==> src/rtl/mul11x11.sv <==
// Sequential 11x11 shift-add mantissa multiplier with 1.x normalization.
// Define MUL_ROUND_EN to round half-up the 10-bit mantissa instead of truncating it.
module mul11x11 (
  input  logic        clk,
  input  logic        reset_n,
  input  logic        st,
  input  logic [9:0]  f1,
  input  logic [9:0]  f2,
  output logic        done,
  output logic [10:0] f
);

  typedef enum logic [1:0] {IDLE, LOAD, RUN, DONE} state_t;

  state_t      state;
  logic [21:0] acc;
  logic [21:0] mcand;
  logic [10:0] mplier;
  logic [3:0]  count;
  logic [21:0] acc_sum;
  logic [10:0] f_next;

  // Accumulator value after the current iteration; on the last RUN cycle this is the full product.
  assign acc_sum = mplier[0] ? (acc + mcand) : acc;

`ifdef MUL_ROUND_EN
  logic [10:0] rnd_low;
  logic [9:0]  rnd_high;

  assign rnd_low  = {1'b0, acc_sum[19:10]} + {10'b0, acc_sum[9]};
  assign rnd_high = (acc_sum[10] && (acc_sum[20:11] != 10'h3FF)) ? (acc_sum[20:11] + 10'd1)
                                                                 : acc_sum[20:11];

  // A carry out of the unnormalized mantissa means the rounded value reached exactly 2.0.
  always_comb begin
    f_next = 11'h000;
    if (acc_sum[21])
      f_next = {1'b1, rnd_high};
    else if (rnd_low[10])
      f_next = 11'h400;
    else
      f_next = {1'b0, rnd_low[9:0]};
  end
`else
  always_comb begin
    f_next = acc_sum[21] ? {1'b1, acc_sum[20:11]} : {1'b0, acc_sum[19:10]};
  end
`endif

  always_ff @(posedge clk or negedge reset_n) begin
    if (!reset_n) begin
      state  <= IDLE;
      acc    <= '0;
      mcand  <= '0;
      mplier <= '0;
      count  <= '0;
      f      <= '0;
    end else begin
      case (state)
        IDLE: begin
          if (st)
            state <= LOAD;
        end
        LOAD: begin
          mcand  <= {11'b0, 1'b1, f1};
          mplier <= {1'b1, f2};
          acc    <= '0;
          count  <= '0;
          state  <= RUN;
        end
        RUN: begin
          acc    <= acc_sum;
          mcand  <= {mcand[20:0], 1'b0};
          mplier <= {1'b0, mplier[10:1]};
          count  <= count + 4'd1;
          if (count == 4'd10) begin
            f     <= f_next;
            state <= DONE;
          end
        end
        DONE: begin
          if (st)
            state <= IDLE;
        end
        default: state <= IDLE;
      endcase
    end
  end

  assign done = (state == DONE);

endmodule

==> config.mk <==
export PLATFORM = sky130hd
export DESIGN_NAME = mul11x11
export DESIGN_NICKNAME = d
export VERILOG_FILES = /design/src/rtl/mul11x11.sv
export SDC_FILE = /design/constraint.sdc
export NUM_CORES = 1
export LEC_CHECK = 0
export BUFFER_PORTS_ARGS = -buffer_cell sky130_fd_sc_hd__buf_2
export CAP_MARGIN = 40
export CORE_UTILIZATION = 55
export CTS_CLUSTER_DIAMETER = 30
export DETAILED_ROUTE_END_ITERATION = 12
export GPL_TIMING_DRIVEN = 0
export PLACE_DENSITY = 0.77
export SETUP_SLACK_MARGIN = 0.05
export SYNTH_ARGS = -nofsm -noshare
export SYNTH_HDL_FRONTEND = slang
export SYNTH_SLANG_ARGS = --single-unit
==> constraint.sdc <==
create_clock -name clk -period 2.4 [get_ports clk]
set_clock_uncertainty 0.1 [all_clocks]
set_input_delay 0.36 -clock clk [delete_from_list [all_inputs] [get_ports clk]]
set_output_delay 0.36 -clock clk [all_outputs]
set_load 0.02 [all_outputs]
==> results of run 1 <==
-- worst max-delay path: stages (launching register included) --
cell and delay [ns]:
dfrtp_1 0.43, ha_4 0.30, a21oi_4 0.06, nand4b_1 0.27
a21oi_4 0.30, nor3_4 0.11, or2_4 0.29, o2111a_2 0.32
and3_1 0.17, a221o_1 0.25
-- cell families after synthesis --
family / Yosys count
buf+inv: 53
mux: 32
fa+ha+maj: 28
xor+xnor: 13
compound gates: 157
flops: 72
simple gates: 153
-- metrics by stage --
stage / power, mW / util / instances
5_1_grt: 7.47 / 0.737 / 701
3_5_place_dp: 5.27 / 0.622 / 648
4_1_cts: 6.64 / 0.694 / 688
3_3_place_gp: 5.12 / 0.619 / 647
6_report: 7.01 / 0.737 / 701
2_1_floorplan: 4.39 / - / 508
-- per-layer routing --
| layer | vias up | track usage | part of all wire |
|---|---|---|---|
| met5 | - | 0 | 0 |
| met4 | 0 | 0.147 | 0.027 |
| met3 | 31 | 0.0453 | 0.042 |
| met2 | 119 | 0.507 | 0.51 |
| met1 | 2062 | 0.361 | 0.42 |
| li1 | 2019 | - | - |
-- layout by cell type, fill, tap and decap left out, types with 4 or more instances in the layout --
| master | n |
|---|---|
| dfrtp_1 | 70 |
| nand2_1 | 41 |
| nor2_1 | 39 |
| buf_2 | 35 |
| buf_4 | 32 |
| a21oi_1 | 31 |
| o21ai_0 | 30 |
| mux2i_1 | 29 |
| inv_1 | 26 |
| nand3_1 | 22 |
| ha_1 | 14 |
| clkbuf_1 | 13 |
| clkbuf_8 | 12 |
| buf_6 | 10 |
| ha_4 | 10 |
| o21ai_1 | 9 |
| nand4_1 | 7 |
| a21oi_2 | 7 |
| o21a_1 | 7 |
| o211ai_1 | 7 |
| nor3_1 | 7 |
| xor2_1 | 7 |
| xnor2_1 | 6 |
| a21oi_4 | 5 |
| a31oi_4 | 5 |
| nor2b_1 | 4 |
| o21ai_4 | 4 |
| o21ai_2 | 4 |
| a221o_1 | 4 |
| nand2b_1 | 4 |
| o2bb2ai_1 | 4 |
-- state kept, by name (all words and copies together) (netlist names) --
name,flops
acc,22
count,4
f,11
mcand,22
mplier,11
state,2
-- how the worst max path moves through the flow --
stage | to | slack [ns] | cells after the start
6_report | f[1] | -0.33 | 9
5_1_grt | f[2] | -0.40 | 9
3_5_place_dp | f[1] | -0.42 | 9
4_1_cts | f[6] | -0.25 | 9
2_1_floorplan | f[6] | -0.11 | 10
3_3_place_gp | f[4] | -0.38 | 11
-- repair_timing --
action                                  in CTS  in global routing
pin swaps                                   34                 28
endpoints found under the setup margin      22                 27
setup buffers                               23                 15
hold endpoints to repair                    24                  0
hold buffers                                 1                  0
resized for setup                           49                 58
-- final cells by class --
| type | count | area (sq um) |
|---|---|---|
| Sequential cell | 72 | 1800 |
| Inverter | 27 | 101 |
| Clock buffer | 10 | 128 |
| Timing Repair Buffer | 72 | 503 |
| Buffer | 26 | 166 |
| Clock inverter | 6 | 45.0 |
| Multi-Input combinational cell | 383 | 3150 |
| Fill cell | 617 | 2150 |
| Tap cell | 105 | 131 |
-- power by group through the flow --
| stage | clock network (mW) | logic (mW) | registers (mW) |
|---|---|---|---|
| floorplan | 0 | 2.65 | 1.74 |
| global placement | 0 | 3.32 | 1.80 |
| detailed placement | 0 | 3.45 | 1.82 |
| CTS | 0.895 | 3.95 | 1.80 |
| global route | 0.946 | 4.68 | 1.85 |
| finish | 0.880 | 4.32 | 1.81 |
==> run_results.csv, run 1 <==
group,metric,value,unit
pwr,clockPowerShare,0.126,
die,fp.dieArea,8800,sq um
sta,drv_slew,0,
synth,synth-xor-area-share,0.0246,
cts,cts_root_buf,"clkbuf_8",
cts,cts_htree_levels,3,
final_layout,area_delta_synth_final,30.0,%
pwr,swShare,0.470,
hold_path,min_to,"mcand[0]",
critical_path,r2r_cells,9,
synth,syn-num-nets,559,
synth,seq_area_frac_synth,0.389,
route,wl_per_cell,17.9,microns
die,core_area,8180,sq um
synth,synth_ff_type,"dfrtp_1",
sta,slew_headroom,0.507,
pwr,p_switching,3.30,mW
hold_path,holdCritStartpoint,"f1[0]",
critical_path,critPathMaxFanout,6,
die,die_w,93.8,microns
pwr,p_int,3.71,mW
sta,post-route-period-util,1.14,
synth,netlist-cell-type-count,63,
global_route,track_usage,0.296,
sta,whs,0.135,ns
global_route,overflow,0,
synth,synth_top_family_by_area,"compound AO/OA/AOI/OAI gates",
sta,hold_violations,0,
placed_design,portBuffers,34,
synth,synth_top_area_cell,"dfrtp_1",
sta,fin_tns_setup,-3.45,ns
final_layout,diodes,0,
cts,path_clk_slew,0.08,ns
critical_path,regToRegSetupSlack,-0.33,ns
synth,yosys.area_share.simple,0.160,
critical_path,path_class,"register to register",
route,first_pass_iters,4,
synth,syn-instance-count,508,
synth,synthesis.area,4630,sq um
placed_design,hpwl,8430,microns
synth,synth_top_area_frac,0.389,
critical_path,cp.required,2.54,ns
pwr,power.density,1160,nW/um^2
critical_path,rr_endpoint,"f[1]",
route,drc,0,
hold_path,hold_class,"input port to register",
critical_path,critical_path_arrival,2.87,ns
die,start_util,0.567,
synth,synth_edf_count,0,
cts,cts_tree,"yes",
job,maxCapViolCount,0,
run_status,status,"finished, violations left",
synth,ys_ff_latch,72,
global_route,antenna_found_initial,0,
critical_path,rr_startpoint,"acc[1]",
synth,synth.most_common_cell,"dfrtp_1",
synth,synth_compound_area_frac,0.226,
cts,cts_sinks,72,
run_status,violations,"setup timing",
die,die_h,93.8,microns
die,std_cell_rows,33,
placed_design,place_congestion,0.899,
global_route,grt_max_degree,49,
synth,postSynth.asyncResetShare,1.00,
hold_path,hold_depth,2,
synth,synthTopCellsByCount,"dfrtp_1, o21ai_0, a21oi_1, nand2_1, nor2_1",
synth,yosysWarnings,0,
critical_path,worst_setup_path_start_kind,"register",
sta,fmax,366,MHz
sta,period_needed,2.73,ns
cts,numCtsBuffers,9,
pwr,seq_power_share,0.259,
sta,setup_ws,-0.329,ns
sta,setup_viol,19,
route,drt_iter0_drc,202,
route,wirelength,12600,microns
placed_design,post-place-ws,-0.416,ns
cts,clock_latency,0.36,ns
synth,synth_area_per_cell,9.12,sq um
final_layout,drive_gt1_frac,0.312,
final_layout,fin_area,6030,sq um
critical_path,crit_start,"acc[1]",
placed_design,place_area,5090,sq um
final_layout,final_nets,642,
global_route,grt_pass1_wl,20100,microns
sta,rsz0062_at_grt,"true",
global_route,grt_pass1_vias,4221,
synth,synth_fa_ha_area_frac,0.0772,
route,vias,4231,
route,ant_nets,0,
critical_path,critPathCaptureType,"register",
pwr,ir_drop,1.13,mV
cts,clockBufferDepth,2,
synth,synthMuxAreaShare,0.0694,
route,viasPerCell,6.04,
pwr,p_comb_frac,0.616,
pwr,p_leak,2.54,nW
synth,synth_area_leaders,"dfrtp_1, ha_1, mux2i_1",
die,io-pin-count,35,
sta,worst_pin_slew,0.739,ns
(Power assumes the default switching activity.)
==> run 2: changes to the inputs <==
--- a/config.mk
+++ b/config.mk
@@ -11,7 +11,7 @@
 export CTS_CLUSTER_DIAMETER = 30
 export DETAILED_ROUTE_END_ITERATION = 12
 export GPL_TIMING_DRIVEN = 0
-export PLACE_DENSITY = 0.77
+export PLACE_DENSITY = 0.75
 export SETUP_SLACK_MARGIN = 0.05
 export SYNTH_ARGS = -nofsm -noshare
 export SYNTH_HDL_FRONTEND = slang
==> run 2 against run 1 <==
  * Via count is 1.7% higher
  * Worst hold slack improved by 0.0068 ns
  * Sequential share of layout area fell by 0.55 points
  * The flow still finishes with violations (setup timing)
  * Combinational power about the same
  * Flip-flop and latch count is the same
  * Highest routed layer unchanged
==> run_results.csv, run 2 (same netlist as run 1, synthesis figures left out) <==
group,metric,value,unit
critical_path,critical_path_arrival,2.96,ns
critical_path,r2r_cells,11,
sta,post-route-period-util,1.17,
sta,setup_ws,-0.405,ns
sta,hold_violations,0,
die,die_h,93.8,microns
route,wl_per_cell,17.8,microns
global_route,grt_pass1_vias,4260,
placed_design,hpwl,8330,microns
die,io-pin-count,35,
sta,rsz0062_at_grt,"true",
sta,worst_pin_slew,0.686,ns
sta,period_needed,2.81,ns
cts,numCtsBuffers,9,
critical_path,rr_endpoint,"f[3]",
critical_path,rr_startpoint,"acc[1]",
cts,cts_htree_levels,3,
cts,cts_tree,"yes",
route,drt_iter0_drc,169,
critical_path,cp.required,2.55,ns
hold_path,hold_class,"input port to register",
critical_path,regToRegSetupSlack,-0.41,ns
die,die_w,93.8,microns
route,first_pass_iters,5,
global_route,grt_max_degree,62,
die,std_cell_rows,33,
die,core_area,8180,sq um
sta,drv_slew,0,
global_route,antenna_found_initial,0,
cts,cts_root_buf,"clkbuf_8",
cts,clock_latency,0.36,ns
final_layout,final_nets,649,
cts,clockBufferDepth,2,
final_layout,top_regs,"acc (22), mcand (22)",
pwr,power.density,1190,nW/um^2
job,maxCapViolCount,0,
route,vias,4303,
critical_path,critPathCaptureType,"register",
run_status,violations,"setup timing",
placed_design,place_congestion,0.863,
final_layout,drive_gt1_frac,0.317,
pwr,total_power,7.32,mW
run_status,status,"finished, violations left",
die,start_util,0.567,
route,viasPerCell,6.08,
route,ant_nets,0,
final_layout,diodes,0,
route,wirelength,12600,microns
cts,cts_sinks,72,
placed_design,post-place-ws,-0.404,ns
critical_path,critPathMaxFanout,5,
critical_path,worst_setup_path_start_kind,"register",
global_route,grt_pass1_wl,20200,microns
route,drc,0,
final_layout,mostFrequentLayoutCells,"dfrtp_1, nand2_1, buf_4",
pwr,p_leak,2.63,nW
critical_path,path_class,"register to register",
die,fp.dieArea,8800,sq um
sta,fmax,356,MHz
global_route,overflow,0,
global_route,track_usage,0.298,
hold_path,hold_depth,2,
hold_path,holdCritStartpoint,"f1[0]",
placed_design,portBuffers,34,
final_layout,fin_area,6130,sq um
final_layout,layout_commonest_cell,"dfrtp_1",
sta,slew_headroom,0.542,
sta,setup_viol,17,
hold_path,min_to,"mcand[0]",
pwr,ir_drop,1.10,mV
placed_design,place_area,5090,sq um
cts,path_clk_slew,0.08,ns
final_layout,area_delta_synth_final,32.3,%
run 2: power by group:
| part | internal (mW) | switching [mW] |
|---|---|---|
| combinational | 1.83 | 2.48 |
| sequential | 1.53 | 0.273 |
| clock | 0.720 | 0.493 |
run 2: worst max path at each step:
stage,start,to,slack [ns],cells after the start
after floorplan,mcand[7],f[6],-0.11,10
after global placement,mcand[0],f[4],-0.38,11
after detailed placement,mcand[0],f[4],-0.40,11
after CTS,acc[3],f[4],-0.28,9
after global routing,acc[1],f[3],-0.49,11
final,acc[1],f[3],-0.41,11
run 2: stage by stage:
step	instances	TNS (ns)	hold slack, ns	utilization
CTS	701	-2.30	0.131	0.719
finish	708	-3.82	0.142	0.750
detailed placement	648	-3.83	0.124	0.622
global route	708	-6.00	0.142	0.750
global placement	647	-3.32	0.358	0.619
floorplan	508	-0.273	-0.0356	-
run 2: layout make-up:
type                       instances  area [sq um]
inverter                          27           101
clock inverter                     5           104
tap                              105           131
buffer                            26           164
multi-input combinational        383          3140
clock buffer                      11           141
fill                             542          2040
timing repair buffer              79           552
sequential                        72          1800
run 2: per-layer routing:
metal  up-vias  track usage  share of wire  routed length, microns
li1       2031            -              -                       -
met1      2091        0.365           0.43                    5400
met2       142        0.510           0.49                    6230
met3        39       0.0405          0.042                     531
met4         0        0.154          0.036                     457
met5         -            0              0                       0
run 2: repair_timing:
item / in CTS / in global routing
pin swaps: 37 / 32
endpoints found under the setup margin: 22 / 30
setup buffers: 37 / 9
cloned: 0 / 0
gates resized for setup: 53 / 47
endpoints found under the hold margin: 11 / 0
hold buffers: 1 / 0
run 2: worst max-delay path: stages (launching register included):
cell and delay (ns):
dfrtp_1 0.40, ha_1 0.31, a21oi_2 0.18, nand4b_1 0.21, a21oi_4 0.12, buf_4 0.15, buf_4 0.13, o31ai_4 0.20
xnor2_1 0.16, mux2i_1 0.13, or4_4 0.53, o311ai_2 0.08
==> run 3: changes to the inputs <==
--- a/config.mk
+++ b/config.mk
@@ -12,6 +12,7 @@
 export DETAILED_ROUTE_END_ITERATION = 12
 export GPL_TIMING_DRIVEN = 0
 export PLACE_DENSITY = 0.75
+export REMOVE_ABC_BUFFERS = 1
 export SETUP_SLACK_MARGIN = 0.05
 export SYNTH_ARGS = -nofsm -noshare
 export SYNTH_HDL_FRONTEND = slang
==> run 3 against run 2 <==
  * The flow still finishes with violations (setup timing)
  * Sequential power is 3% higher
  * Critical path type unchanged
  * Flip-flop and latch count is the same
  * Design area down 7.4%
  * Routed wire length is 7.8% lower
==> run_results.csv, run 3 (same netlist as run 1, synthesis figures left out) <==
group,metric,value,unit
global_route,grt_pass1_wl,18900,microns
cts,cts_htree_levels,3,
die,io-pin-count,35,
final_layout,drive_gt1_frac,0.269,
route,wl_per_cell,17.6,microns
route,vias,4091,
critical_path,critical_path_arrival,2.85,ns
final_layout,diodes,0,
cts,cts_root_buf,"clkbuf_8",
cts,path_clk_slew,0.08,ns
sta,post-route-period-util,1.13,
pwr,total_power,6.58,mW
critical_path,critPathSlowestCell,"dfrtp_2",
pwr,clockPowerShare,0.133,
die,fp.dieArea,8800,sq um
route,first_pass_iters,6,
critical_path,critPathCaptureType,"register",
critical_path,rr_startpoint,"acc[15]",
cts,clock_latency,0.34,ns
sta,slew_headroom,0.523,
pwr,power.density,1160,nW/um^2
final_layout,multi_input_area,3040,sq um
placed_design,hpwl,7510,microns
placed_design,place_congestion,0.912,
route,drt_iter0_drc,252,
final_layout,fill_cells,616,
cts,cts_sinks,72,
final_layout,layout_commonest_cell,"dfrtp_1",
sta,fmax,368,MHz
sta,whs,0.169,ns
sta,drv_slew,0,
cts,cts_tree,"yes",
sta,rsz0062_at_grt,"true",
cts,numCtsBuffers,9,
pwr,swShare,0.463,
global_route,overflow,0,
pwr,seq_power_share,0.283,
critical_path,cp.required,2.53,ns
pwr,p_comb_frac,0.584,
critical_path,r2r_cells,10,
pwr,p_int,3.53,mW
final_layout,area_delta_synth_final,22.6,%
final_layout,final_nets,603,
hold_path,hold_depth,2,
critical_path,path_class,"register to register",
pwr,p_leak,2.38,nW
die,start_util,0.567,
global_route,grt_max_degree,47,
cts,clockBufferDepth,2,
sta,setup_ws,-0.318,ns
placed_design,place_area,4890,sq um
placed_design,portBuffers,34,
die,std_cell_rows,33,
critical_path,worst_setup_path_start_kind,"register",
die,die_h,93.8,microns
final_layout,fin_area,5680,sq um
die,die_w,93.8,microns
run_status,violations,"setup timing",
route,drc,0,
route,viasPerCell,6.18,
sta,worst_pin_slew,0.713,ns
global_route,antenna_found_initial,0,
final_layout,top_regs,"acc (22), mcand (22)",
global_route,track_usage,0.275,
critical_path,critPathMaxStageDelay,0.46,ns
sta,setup_viol,18,
final_layout,final_cells,662,
critical_path,crit_chain,"ha_4 -> nand4_1 -> nor2_1 -> nand4_1 -> buf_4 -> or2_4 -> buf_4 -> a2bb2oi_4 -> and3_1 -> a221o_1",
critical_path,critPathMaxFanout,7,
sta,hold_violations,0,
pwr,p_switching,3.05,mW
final_layout,mostFrequentLayoutCells,"dfrtp_1, nor2_1, nand2_1",
critical_path,crit_start,"acc[15]",
route,wirelength,11600,microns
placed_design,place_inst,626,
pwr,ir_drop,0.805,mV
hold_path,holdCritStartpoint,"f1[0]",
sta,period_needed,2.72,ns
global_route,grt_pass1_vias,4012,
run_status,status,"finished, violations left",
route,ant_nets,0,
die,core_area,8180,sq um
hold_path,hold_class,"input port to register",
final_layout,seqCellArea,1810,sq um
job,maxCapViolCount,0,
-- run 3: metal layers --
metal | wire [microns] | vias up | GRT usage
li1 | - | 1940 | -
met5 | 0 | - | 0
met3 | 489 | 27 | 0.0429
met4 | 320 | 0 | 0.114
met2 | 5710 | 126 | 0.452
met1 | 5110 | 1998 | 0.361
-- run 3: path summary, 6_finish.rpt --
kind,to,slack (ns)
max in group asynchronous,mplier[0],1.22
max,f[6],-0.32
min reg2reg,f[10],0.38
min in group asynchronous,state[1],0.40
min,mcand[0],0.17
max reg2reg,f[6],-0.32
-- run 3: cell type report --
class / count / share of cell area
Clock buffer: 10 / 0.0242
Clock inverter: 6 / 0.00617
Inverter: 27 / 0.0178
Multi-Input combinational cell: 383 / 0.535
Sequential cell: 72 / 0.318
Tap cell: 105 / 0.0231
Timing Repair Buffer: 59 / 0.0760
-- run 3: timing repair --
action / in CTS / in global routing
endpoints found under the hold margin: 35 / 0
resized for setup: 42 / 51
hold buffers: 1 / 0
gates cloned: 0 / 0
pin swaps: 29 / 17
setup buffers: 13 / 6
endpoints found under the setup margin: 24 / 28
-- run 3: critical path, delay by kind of cell, from the launching register on --
kind	cells	cell delay [ns]
DFF	1	0.46
buffers and inverters	2	0.35
and+or+nand+nor	5	0.94
adders and majority gates	1	0.32
AOI/OAI and AO/OA	2	0.43
-- run 3: power groups by stage --
stage | clock network (mW) | registers (mW) | logic (mW)
2_1_floorplan | 0 | 1.77 | 2.28
3_3_place_gp | 0 | 1.85 | 2.67
3_5_place_dp | 0 | 1.82 | 3.11
4_1_cts | 0.887 | 1.83 | 3.45
5_1_grt | 0.939 | 1.91 | 4.22
6_report | 0.875 | 1.86 | 3.84
-- run 3: metrics by stage --
step                setup slack, ns  utilization  setup TNS (ns)
detailed placement           -0.480        0.599           -5.54
floorplan                     -1.03            -          -13.92
global placement              -1.97        0.586          -59.83
CTS                          -0.289        0.657           -3.15
global route                 -0.391        0.695           -5.54
finish                       -0.318        0.695           -3.61
